==> config.mk <==
export PLATFORM = sky130hd
export DESIGN_NAME = uart_tx_link
export DESIGN_NICKNAME = d
export VERILOG_FILES = /design/src/rtl/uart_tx_link.sv
export SDC_FILE = /design/constraint.sdc
export NUM_CORES = 1
export LEC_CHECK = 0
export CAP_MARGIN = 20
export CORE_UTILIZATION = 40
export CTS_BUF_LIST = sky130_fd_sc_hd__clkbuf_8
export DETAILED_ROUTE_END_ITERATION = 8
export HOLD_SLACK_MARGIN = 0.15
export PLACE_DENSITY = 0.63
export SETUP_SLACK_MARGIN = 0.05
export SYNTH_ARGS = -nofsm -noshare
export SYNTH_HDL_FRONTEND = slang
export SYNTH_SLANG_ARGS = --single-unit
==> constraint.sdc <==
create_clock -name clock -period 2.1 [get_ports clock]
set_clock_uncertainty 0.1 [all_clocks]
set_input_delay 0.42 -clock clock [delete_from_list [all_inputs] [get_ports clock]]
set_output_delay 0.42 -clock clock [all_outputs]
set_load 0.05 [all_outputs]
==> src/rtl/uart_tx_link.sv <==
// uart_tx_link
// ------------
// Serial transmitter at the far end of the monitor's send handshake.
// It accepts one byte per handshake and shifts it out LSB first at a
// fixed baud: 8N1 by default, or 8E1 when parity is built in.
//
// Build option:
//   UART_TX_PARITY_EN  - inserts an even-parity bit between the data and
//                        stop bits, so a frame is 11 bits instead of 10.
//
// Parameters:
//   CLKS_PER_BIT - clock cycles per serial bit (2..65535)
//
// Ports:
//   clock       in   system clock
//   reset       in   asynchronous active-high reset
//   send_data   in   [7:0] byte to transmit, sampled only at acceptance
//   data_avail  in   producer request; the byte is valid while high
//   send_strobe out  1 = idle/ready, 0 = byte accepted and in flight
//   tx          out  serial line, idle high
//   busy        out  1 while a frame is on the line (~send_strobe)

module uart_tx_link #(
    parameter int CLKS_PER_BIT = 104
) (
    input  logic       clock,
    input  logic       reset,
    input  logic [7:0] send_data,
    input  logic       data_avail,
    output logic       send_strobe,
    output logic       tx,
    output logic       busy
);

    localparam int CW = (CLKS_PER_BIT > 1) ? $clog2(CLKS_PER_BIT) : 1;
    localparam logic [CW-1:0] BAUD_LAST = CW'(CLKS_PER_BIT - 1);

`ifdef UART_TX_PARITY_EN
    typedef enum logic [2:0] {IDLE, START, DATA, PARITY, STOP} state_t;
`else
    typedef enum logic [1:0] {IDLE, START, DATA, STOP} state_t;
`endif

    state_t        state_q, state_d;
    logic [CW-1:0] baud_q, baud_d;
    logic [2:0]    idx_q, idx_d;
    logic [7:0]    shift_q, shift_d;
    logic          tx_q, tx_d;
    logic          strobe_q, strobe_d;
    logic          armed_q, armed_d;
    logic          bit_end;
`ifdef UART_TX_PARITY_EN
    logic          parity_q, parity_d;
`endif

    assign bit_end = (baud_q == BAUD_LAST);

    always_comb begin
        state_d  = state_q;
        baud_d   = baud_q;
        idx_d    = idx_q;
        shift_d  = shift_q;
        tx_d     = tx_q;
        strobe_d = strobe_q;
        // A low request re-arms the link at any time, even mid-frame, so a
        // producer that drops data_avail early can be served back-to-back.
        armed_d  = armed_q | ~data_avail;
`ifdef UART_TX_PARITY_EN
        parity_d = parity_q;
`endif

        // Every non-idle state times one bit period with the baud counter.
        if (state_q != IDLE) begin
            baud_d = bit_end ? '0 : baud_q + CW'(1);
        end

        case (state_q)
            IDLE: begin
                // armed_q keeps a request that is still high from the previous
                // frame from starting a second, unintended transmission.
                if (data_avail && armed_q) begin
                    shift_d  = send_data;
`ifdef UART_TX_PARITY_EN
                    parity_d = ^send_data;
`endif
                    strobe_d = 1'b0;
                    tx_d     = 1'b0;
                    armed_d  = 1'b0;
                    baud_d   = '0;
                    state_d  = START;
                end
            end
            START: begin
                if (bit_end) begin
                    idx_d   = 3'd0;
                    tx_d    = shift_q[0];
                    state_d = DATA;
                end
            end
            DATA: begin
                if (bit_end) begin
                    if (idx_q == 3'd7) begin
                        idx_d   = 3'd0;
`ifdef UART_TX_PARITY_EN
                        tx_d    = parity_q;
                        state_d = PARITY;
`else
                        tx_d    = 1'b1;
                        state_d = STOP;
`endif
                    end else begin
                        idx_d   = idx_q + 3'd1;
                        shift_d = shift_q >> 1;
                        // Next bit is pre-loaded so tx changes on the boundary.
                        tx_d    = shift_q[1];
                    end
                end
            end
`ifdef UART_TX_PARITY_EN
            PARITY: begin
                if (bit_end) begin
                    tx_d    = 1'b1;
                    state_d = STOP;
                end
            end
`endif
            STOP: begin
                if (bit_end) begin
                    strobe_d = 1'b1;
                    state_d  = IDLE;
                end
            end
            default: begin
                state_d  = IDLE;
                tx_d     = 1'b1;
                strobe_d = 1'b1;
            end
        endcase
    end

    // tx resets to 1 asynchronously, so a reset mid-frame releases the line at once.
    always_ff @(posedge clock or posedge reset) begin
        if (reset) begin
            state_q  <= IDLE;
            baud_q   <= '0;
            idx_q    <= 3'd0;
            shift_q  <= 8'd0;
            tx_q     <= 1'b1;
            strobe_q <= 1'b1;
            armed_q  <= 1'b0;
`ifdef UART_TX_PARITY_EN
            parity_q <= 1'b0;
`endif
        end else begin
            state_q  <= state_d;
            baud_q   <= baud_d;
            idx_q    <= idx_d;
            shift_q  <= shift_d;
            tx_q     <= tx_d;
            strobe_q <= strobe_d;
            armed_q  <= armed_d;
`ifdef UART_TX_PARITY_EN
            parity_q <= parity_d;
`endif
        end
    end

    assign tx          = tx_q;
    assign send_strobe = strobe_q;
    assign busy        = ~strobe_q;

endmodule

==> metrics.txt <==
Synth Instances 124; Crit path arrival time 2090 ps; worst reg-to-reg setup slack 60 ps; Peak supply drop 0.618 mV; CP startpoint idx_q[1]$_DFFE_PP0P_; pwr dens 1270 nW/um^2; layout cell share with drive strength beyond 1 0.320; # diodes 0; pin count of the biggest net entering global routing 24; Cell Chain, Critical Path ha_2, ha_4, nand2b_4, o41a_1, nor2_4, buf_6, mux2_4; hold violation count in the final report 0; Worst Reg-to-Reg Cells 7; final setup margin 61.2 ps; starting density of the core 0.426; Place WS -33.3 ps; FP Rows 20; EDFF count, synth 0; asr flop ratio synth 1.00; Clk Latency, worst-skew pair 270 ps; TritonCTS Buffers 3; Pleak 0.753 nW; crit path launch type flop; layout overhead on the synthesized area 31.2%; GRT overflow 0; number of remaining DRC errors 0; YS warnings 0; Final nets 173; Worst Hold Class in -> async; initial antenna violation count 0; crit path time final 2040 ps; Max Freq 490 MHz; crit path capture type flop; Detail Route Antenna Nets 0; port bufs 13; GP Congestion 0.749; Pre-Repair DR Iteration Count 5; Mean Syn Cell Area 10.7 um^2; Seq/Total Area, Yosys 0.437; Data required, critical path 2150 ps; Die W 59.5 um; Worst Max-Slew Pin Slew 558 ps; CTS tree built; final HPWL from detailed placement 1930 um; global-route wire length before repair 4560 um; Clock Tree Buf Depth 2; Core Area 3100 um^2; critical path class reg -> reg; R2R Path End shift_q[0]$_DFFE_PP0P_; DRT Wirelength 2790 um; Final setup viols 0; crit-path max FO 4; fillers 293; Tcrit/Tclk final 0.971; chip height 59.5 um; vias in the first global route 1009; final max-slew violation count 0; Starting DRT DRC Count 19; post-synth net total 143; count of cell types in the netlist 32; Max Cap Violations 0; Avg WL per Cell 14.2 um; slowest cell on the critical path dfrtp_1; Synth Register Bits 23; Crit path largest cell delay 390 ps; Reg clk slew, reported paths 90 ps; Ports 14; Main synth FF type dfrtp_1; TritonCTS Sinks 23; Multi-input gate area 768 um^2; RSZ-0062 raised after global routing yes; Layout Cells excl Fill 197; Vias/cell 5.07; Post-Syn Area 1320 um^2; origin of the critical flop-to-flop path idx_q[1]$_DFFE_PP0P_; outcome finished clean; die area 3540 um^2; Root Driver clkbuf_8; Post-Place Cells 188; max_slew headroom 0.622; Register Area 578 um^2; setup TNS 0 ps; GRT Total Usage 0.175; H-Tree Depth 1; vias 999
==> logic make-up after synthesis <==
| logic type | synth area share |
|---|---|
| mux | 0.144 |
| compound gates | 0.179 |
| buf+inv | 0.0378 |
| simple gates | 0.120 |
| xor+xnor | 0.00662 |
| flops | 0.437 |
| fa+ha+maj | 0.0757 |
==> power by group <==
part	switching [mW]	internal, mW
combinational	0.543	0.642
clock	0.140	0.131
sequential	0.135	0.606
==> how the worst max path moves through the flow <==
stage	end
6_report	shift_q[0]$_DFFE_PP0P_
5_1_grt	shift_q[0]$_DFFE_PP0P_
4_1_cts	shift_q[0]$_DFFE_PP0P_
3_5_place_dp	shift_q[0]$_DFFE_PP0P_
3_3_place_gp	shift_q[5]$_DFFE_PP0P_
2_1_floorplan	shift_q[0]$_DFFE_PP0P_
==> routing by layer <==
metal / wire length (um) / vias up / part of all wire / global-route usage
met5: 0 / - / 0 / 0
met4: 17 / 0 / 0.0061 / 0.0498
met3: 47 / 2 / 0.017 / 0.0328
met2: 1390 / 7 / 0.50 / 0.292
met1: 1340 / 482 / 0.48 / 0.231
li1: - / 508 / - / -
==> what timing repair did <==
item / 4_1_cts / 5_1_grt
hold buffers: 0 / 0
pin swaps: 3 / 1
buffers inserted: 3 / 2
setup endpoints to repair: 8 / 11
gates resized for setup: 15 / 3
==> Yosys cell counts (3+ instances only) <==
| cell | instances | area (um^2) |
|---|---|---|
| dfrtp_1 | 21 | 526 |
| mux2_2 | 16 | 180 |
| o21ai_0 | 12 | 60.1 |
| ha_1 | 8 | 100 |
| inv_1 | 8 | 30.0 |
| nand2_1 | 7 | 26.3 |
| a22o_1 | 6 | 52.6 |
| nor2_1 | 6 | 22.5 |
| nand2b_1 | 5 | 31.3 |
| clkbuf_1 | 4 | 15.0 |
| a21oi_1 | 3 | 15.0 |
| o31ai_1 | 3 | 22.5 |
==> through the flow <==
stage / power [mW] / hold slack [ps] / utilization / cell area [um^2]
6_report: 2.20 / 395 / 0.559 / 1740
4_1_cts: 2.14 / 405 / 0.547 / 1700
3_3_place_gp: 1.68 / 385 / 0.507 / 1570
5_1_grt: 2.36 / 435 / 0.559 / 1740
3_5_place_dp: 1.72 / 392 / 0.507 / 1570
2_1_floorplan: 1.45 / 320 / - / 1320
==> worst max-delay path: cells and delay by family, from the launching register on <==
family	cells	cell delay, ps
simple gates	2	270
fa+ha+maj	2	360
flops	1	390
mux	1	300
compound gates	1	370
buf+inv	1	140
==> cell type report <==
cell class | instances | share of cell area
Sequential cell | 23 | 0.333
Multi-Input combinational cell | 88 | 0.443
Inverter | 8 | 0.0173
Tap cell | 44 | 0.0317
Clock inverter | 1 | 0.00216
Clock buffer | 3 | 0.0238
Timing Repair Buffer | 30 | 0.149
==> registers in the layout (all words and copies together) (netlist names) <==
name	count
shift_q	8
idx_q	3
baud_q	7
send_strobe	1
state_q	2
tx	1
armed_q	1
==> cells in the final DEF, fill, tap and decap left out, types with 3 or more instances in the layout <==
master           instances
mux2_2                   9
inv_1                    9
nor2_1                   6
nand2_1                  7
a21oi_1                  3
o31ai_1                  3
buf_4                   17
ha_4                     3
a22o_1                   6
dfrtp_1                 21
o21ai_0                 12
nand2b_1                 4
clkbuf_8                 3
mux2_4                   7
clkdlybuf4s50_1         10
ha_1                     4
(Power assumes the default switching activity.)
